`src/rtl/multu_pkg.sv`:
```
// Shared definitions for the sequential unsigned multiplier: FSM states and default width.
package multu_pkg;

  localparam int unsigned MULTU_WIDTH = 32;

  typedef enum logic [1:0] {
    IDLE = 2'd0,
    RUN  = 2'd1,
    DONE = 2'd2
  } state_t;

endpackage : multu_pkg

```
`src/rtl/multu_seq_if.sv`:
```
// Request/result bundle of the sequential multiplier.
// master drives start/a/b and observes the result; slave is the multiplier.
interface multu_seq_if
  import multu_pkg::*;
#(
  parameter int unsigned WIDTH = MULTU_WIDTH
);

  logic             start;
  logic [WIDTH-1:0] a;
  logic [WIDTH-1:0] b;
  logic [WIDTH-1:0] hi;
  logic [WIDTH-1:0] lo;
  logic             busy;
  logic             done;

  modport master (
    output start,
    output a,
    output b,
    input  hi,
    input  lo,
    input  busy,
    input  done
  );

  modport slave (
    input  start,
    input  a,
    input  b,
    output hi,
    output lo,
    output busy,
    output done
  );

endinterface : multu_seq_if

```
`src/rtl/multu_step.sv`:
```
// One radix-2 add-shift step of the multiplier; purely combinational.
module multu_step
  import multu_pkg::*;
#(
  parameter int unsigned WIDTH = MULTU_WIDTH
) (
  input  logic [2*WIDTH-1:0] acc,
  input  logic [2*WIDTH-1:0] mcand,
  input  logic [WIDTH-1:0]   mplr,
  output logic [2*WIDTH-1:0] acc_next,
  output logic [2*WIDTH-1:0] mcand_next,
  output logic [WIDTH-1:0]   mplr_next
);

  // Conditionally add the shifted multiplicand, then advance both operands.
  always_comb begin
    acc_next   = acc;
    mcand_next = mcand << 1;
    mplr_next  = mplr >> 1;
    if (mplr[0]) begin
      acc_next = acc + mcand;
    end
  end

endmodule : multu_step

```
`src/rtl/multu_seq.sv`:
```
// Sequential unsigned multiplier, one radix-2 step per RUN cycle.
// {hi,lo} is updated only when an operation completes and otherwise holds.
// Optional macro MULTU_SEQ_EARLY_EXIT_EN ends RUN as soon as the remaining
// multiplier is zero; without it RUN always lasts WIDTH cycles.
module multu_seq
  import multu_pkg::*;
#(
  parameter int unsigned WIDTH = MULTU_WIDTH
) (
  input logic        clock,
  input logic        reset,
  multu_seq_if.slave bus
);

  localparam int unsigned PW    = 2 * WIDTH;
  localparam int unsigned CNT_W = $clog2(WIDTH + 1);
  localparam logic [CNT_W-1:0] LAST_CNT = CNT_W'(WIDTH - 1);

  state_t state_q;
  state_t state_d;

  logic [PW-1:0]    acc_q;
  logic [PW-1:0]    mcand_q;
  logic [WIDTH-1:0] mplr_q;
  logic [CNT_W-1:0] cnt_q;

  logic [PW-1:0]    acc_nx;
  logic [PW-1:0]    mcand_nx;
  logic [WIDTH-1:0] mplr_nx;

  logic [WIDTH-1:0] hi_q;
  logic [WIDTH-1:0] lo_q;
  logic             busy_q;
  logic             done_q;

  logic             accept_c;
  logic             last_step_c;

  multu_step #(
    .WIDTH (WIDTH)
  ) u_step (
    .acc        (acc_q),
    .mcand      (mcand_q),
    .mplr       (mplr_q),
    .acc_next   (acc_nx),
    .mcand_next (mcand_nx),
    .mplr_next  (mplr_nx)
  );

  // Decide whether the step performed this cycle is the final one.
  always_comb begin
    last_step_c = 1'b0;
`ifdef MULTU_SEQ_EARLY_EXIT_EN
    last_step_c = (cnt_q == LAST_CNT) || (mplr_nx == '0);
`else
    last_step_c = (cnt_q == LAST_CNT);
`endif
  end

  // State register.
  always_ff @(posedge clock or negedge reset) begin
    if (!reset) begin
      state_q <= IDLE;
    end else begin
      state_q <= state_d;
    end
  end

  // Next-state logic; start is only honoured outside RUN.
  always_comb begin
    state_d  = state_q;
    accept_c = 1'b0;
    case (state_q)
      IDLE: begin
        if (bus.start) begin
          accept_c = 1'b1;
          state_d  = RUN;
        end
      end
      RUN: begin
        if (last_step_c) begin
          state_d = DONE;
        end
      end
      DONE: begin
        if (bus.start) begin
          accept_c = 1'b1;
          state_d  = RUN;
        end else begin
          state_d = IDLE;
        end
      end
      default: begin
        state_d = IDLE;
      end
    endcase
  end

  // Operand latch on accept, one add-shift step per RUN cycle.
  always_ff @(posedge clock or negedge reset) begin
    if (!reset) begin
      acc_q   <= '0;
      mcand_q <= '0;
      mplr_q  <= '0;
      cnt_q   <= '0;
    end else if (accept_c) begin
      acc_q   <= '0;
      mcand_q <= {{WIDTH{1'b0}}, bus.a};
      mplr_q  <= bus.b;
      cnt_q   <= '0;
    end else if (state_q == RUN) begin
      acc_q   <= acc_nx;
      mcand_q <= mcand_nx;
      mplr_q  <= mplr_nx;
      cnt_q   <= cnt_q + CNT_W'(1);
    end
  end

  // Result register, written only on the RUN->DONE transition.
  always_ff @(posedge clock or negedge reset) begin
    if (!reset) begin
      hi_q <= '0;
      lo_q <= '0;
    end else if ((state_q == RUN) && last_step_c) begin
      {hi_q, lo_q} <= acc_nx;
    end
  end

  // Status flags registered from the next state so they align with it.
  always_ff @(posedge clock or negedge reset) begin
    if (!reset) begin
      busy_q <= 1'b0;
      done_q <= 1'b0;
    end else begin
      busy_q <= (state_d == RUN);
      done_q <= (state_d == DONE);
    end
  end

  assign bus.hi   = hi_q;
  assign bus.lo   = lo_q;
  assign bus.busy = busy_q;
  assign bus.done = done_q;

endmodule : multu_seq

```
`src/flat_wrapper.sv`:
```
// flat-port wrapper written by rule: the top's interface ports become plain ports
module multu_seq_flat import multu_pkg::*;
#(
  parameter int unsigned WIDTH = MULTU_WIDTH
)
  (clock, reset, bus_start, bus_a, bus_b, bus_hi, bus_lo, bus_busy, bus_done);
  multu_seq_if #(.WIDTH(WIDTH)) bus_i ();
  input logic clock;
  input logic reset;
  input wire logic [$bits(bus_i.start)-1:0] bus_start;
  input wire logic [$bits(bus_i.a)-1:0] bus_a;
  input wire logic [$bits(bus_i.b)-1:0] bus_b;
  output wire logic [$bits(bus_i.hi)-1:0] bus_hi;
  output wire logic [$bits(bus_i.lo)-1:0] bus_lo;
  output wire logic [$bits(bus_i.busy)-1:0] bus_busy;
  output wire logic [$bits(bus_i.done)-1:0] bus_done;
  assign bus_i.start = bus_start;
  assign bus_i.a = bus_a;
  assign bus_i.b = bus_b;
  assign bus_hi = bus_i.hi;
  assign bus_lo = bus_i.lo;
  assign bus_busy = bus_i.busy;
  assign bus_done = bus_i.done;
  multu_seq #(.WIDTH(WIDTH)) u_core (.clock(clock), .reset(reset), .bus(bus_i));
endmodule
```
`config.mk`:
```
export PLATFORM = sky130hd
export DESIGN_NAME = multu_seq_flat
export DESIGN_NICKNAME = d
export VERILOG_FILES = /design/src/rtl/multu_pkg.sv /design/src/rtl/multu_seq_if.sv /design/src/rtl/multu_step.sv /design/src/rtl/multu_seq.sv /design/src/flat_wrapper.sv
export SDC_FILE = /design/constraint.sdc
export NUM_CORES = 1
export LEC_CHECK = 0
export CAP_MARGIN = 5
export CORE_MARGIN = 2
export CORE_UTILIZATION = 40
export DETAILED_ROUTE_END_ITERATION = 12
export GPL_TIMING_DRIVEN = 1
export PLACE_DENSITY = 0.67
export SYNTH_ARGS = -nofsm -noshare
export SYNTH_HDL_FRONTEND = slang
export SYNTH_HIERARCHICAL = 1
export SYNTH_SLANG_ARGS = --single-unit
```
`constraint.sdc`:
```
create_clock -name clock -period 4.5 [get_ports clock]
set_clock_uncertainty 0.15 [all_clocks]
set_input_delay 1.125 -clock clock [delete_from_list [all_inputs] [get_ports clock]]
set_output_delay 1.125 -clock clock [all_outputs]
set_load 0.03 [all_outputs]
```
==> flow_metrics.tcl <==
set metrics [dict create \
    status "finished with violations" \
    failed_checks "design-rule violations" \
    irDropWorstVdd_mv 0.311 \
    drtPass1Iterations 11 \
    r2r-end "u_core/bus.hi[21]" \
    clk_path_buf_depth 3 \
    wl_um 35300 \
    p_leak_nw 7.41 \
    rsz0062_at_grt "false" \
    die_h_um 194 \
    worstSetupPathType "reg2reg" \
    yosys_register_bits 234 \
    synthArstFlopShare 1.00 \
    place_congestion 0.873 \
    vias 10600 \
    grt_pass1_wl_um 58000 \
    drive_above_1_share 0.131 \
    postCtsSetupBuffers 0 \
    grt_max_degree 163 \
    min_period_ps 4070 \
    grt_overflow 0 \
    area_delta_synth_final_pct 12.4 \
    grt.total_usage 0.186 \
    clock_latency_ps 550 \
    first_global_vias 10800 \
    dpl.hpwl_um 24700 \
    nets 1549 \
    cts.clk_slew.worst_paths_ps 60 \
    reg2reg_from "u_core/mcand_q[2]" \
    hold_path_end "u_core/mplr_q[3]" \
    core-area_um2 35700 \
    cts_sinks 234 \
    synth_area_um2 14500 \
    synth-main-ff-cell "dfrtp_1" \
    fin_tns_setup_ps 0 \
    ctsRootBufferMaster "clkbuf_16" \
    max_cap_viol_count 0 \
    slew_viol_final 0 \
    cts_hold_buf 0 \
    drt_iter0_drc 608 \
    hold_depth 2 \
    post_drt_wl_per_cell_um 18.6 \
    tightest_slew_ps 1090 \
    holdCritStartpoint "u_core/mplr_q[4]" \
    postSynthCellCount 1425 \
    worstRegToRegCells 12 \
    synth_edf_count 0 \
    hold_viol 0 \
    cts_tree "yes" \
    row_count 69 \
    ant_nets 0 \
    cp.required_ps 4780 \
    finalSetupViolCount 0 \
    synth-warning-count 6 \
    timing.final.crit_share 0.904 \
    power_density_nw_per_um2 760 \
    die_area_um2 37800 \
    die_x_um 194 \
    io_pins 133 \
    utilization 0.457 \
    initial_core_util 0.406 \
    slew_headroom 0.271 \
    critPathMaxFanout 5 \
    numPortBuffers 132 \
    crit_path_start_kind "flop" \
    synth.avg_cell_area_um2 10.2 \
    diodes 0 \
    ys_seq_area_frac 0.404 \
    cts_resized 0 \
    timing.critical_path.to_type "flop" \
    vias_per_cell 5.57 \
    fmax_mhz 246 \
    worstPathArrival_ps 4350 \
    whs_ps 333 \
    min_path_type "reg2reg" \
    cts_buffers 27 \
    htreeDepth 1 \
    drc 13 \
    yosysUniqueCellTypes 70 \
    ff2ff_setup_slack_ps 430 \
    antenna_found_initial 0 \
]
[through the flow]
step           power [mW]  setup WS [ps]  instances  cell area, um^2
2_1_floorplan        8.76           1070       1426            14500
3_3_place_gp         10.1            669       1849            15400
3_5_place_dp         10.2            560       1849            15400
4_1_cts              12.4            524       1898            16300
5_1_grt              13.3            178       1898            16300
6_report             12.4            431       1898            16300
[layout by cell type (no fill, tap or decap), types with 17 or more instances in the layout]
master,instances
dfrtp_1,233
clkdlybuf4s50_1,131
nand2_1,126
mux2_2,115
o21ai_0,112
a22o_1,98
a21oi_1,80
mux2i_1,65
ha_1,64
a21o_1,47
nor2_1,45
xnor2_1,37
clkbuf_16,27
nand4_1,22
inv_1,19
xor2_1,18
o21bai_1,17
[registers in the layout, summed over array words and instances, names as in the netlist, 2 cells and up]
signal          flops
u_core/mplr_q      32
u_core/mcand_q     64
u_core/state_q      2
u_core/cnt_q        6
u_core/bus.lo      32
u_core/bus.hi      32
u_core/acc_q       64
[critical path, cell delays in order (launching register included)]
cell and delay, ps:
dfrtp_1 400, ha_1 380, o21ai_0 140, o21ai_0 330, o2111ai_1 240, a211oi_1 560
o2111ai_1 260, and3_1 280, o21bai_1 350, a21oi_1 170, xnor2_1 140, mux2_2 280
mux2_2 260
[cell type report]
| class | count | area [um^2] |
|---|---|---|
| well taps | 461 | 577 |
| repair buffers | 146 | 1480 |
| multi-input cells | 989 | 7420 |
| clock inverters | 14 | 155 |
| clock buffers | 35 | 726 |
| flip-flops and latches | 234 | 5860 |
| fillers | 3349 | 19400 |
| inverters | 19 | 71.3 |
[report_power, final]
| part | switching [mW] | leakage (nW) | total (mW) | internal (mW) |
|---|---|---|---|---|
| clock network | 0.920 | 0.417 | 2.18 | 1.26 |
| registers | 0.697 | 2.83 | 3.62 | 2.92 |
| logic | 3.60 | 4.17 | 6.57 | 2.97 |
| total | 5.22 | 7.41 | 12.4 | 7.16 |
[synth_stat cells, types with 12 or more instances]
master | n | area, um^2
a21o_1 | 47 | 353
mux2_2 | 115 | 1290
a21oi_1 | 80 | 400
mux2i_1 | 65 | 651
a22o_1 | 98 | 858
nand2_1 | 126 | 473
nor3_1 | 14 | 70.1
clkbuf_1 | 43 | 161
buf_4 | 97 | 728
inv_1 | 19 | 71.3
o21ai_0 | 112 | 561
xor2_1 | 18 | 158
nand4_1 | 22 | 138
buf_2 | 32 | 160
nand3_1 | 12 | 60.1
o21bai_1 | 17 | 128
nor2_1 | 45 | 169
ha_1 | 64 | 801
xnor2_1 | 37 | 324
dfrtp_1 | 234 | 5860
[per-layer routing]
layer,wire [um],share of wire,global-route usage,vias to the layer above
met5,0,0,0,-
met4,661,0.019,0.0422,0
met3,1360,0.039,0.0259,49
met2,16400,0.47,0.308,230
met1,16800,0.48,0.260,5213
li1,-,-,-,5073
[logic make-up after synthesis]
kind of cell               count (synthesis)  synth area share
AOI/OAI and AO/OA                        421             0.200
buffers and inverters                    203            0.0858
other                                      1          0.000259
adders and majority gates                 65            0.0566
and+or+nand+nor                          265            0.0845
DFF                                      234             0.404
xor gates and xnor gates                  55            0.0332
muxes                                    181             0.135
[how the worst max path moves through the flow]
stage / startpoint / to / cells after the start
floorplan: u_core/acc_q[0] / u_core/bus.hi[4] / 13
global placement: u_core/acc_q[2] / u_core/bus.hi[21] / 12
detailed placement: u_core/mcand_q[2] / u_core/bus.hi[21] / 12
CTS: u_core/mcand_q[2] / u_core/bus.hi[17] / 12
global route: u_core/mcand_q[2] / u_core/bus.hi[21] / 12
finish: u_core/mcand_q[2] / u_core/bus.hi[21] / 12
Power figures use the tool's default switching activity.
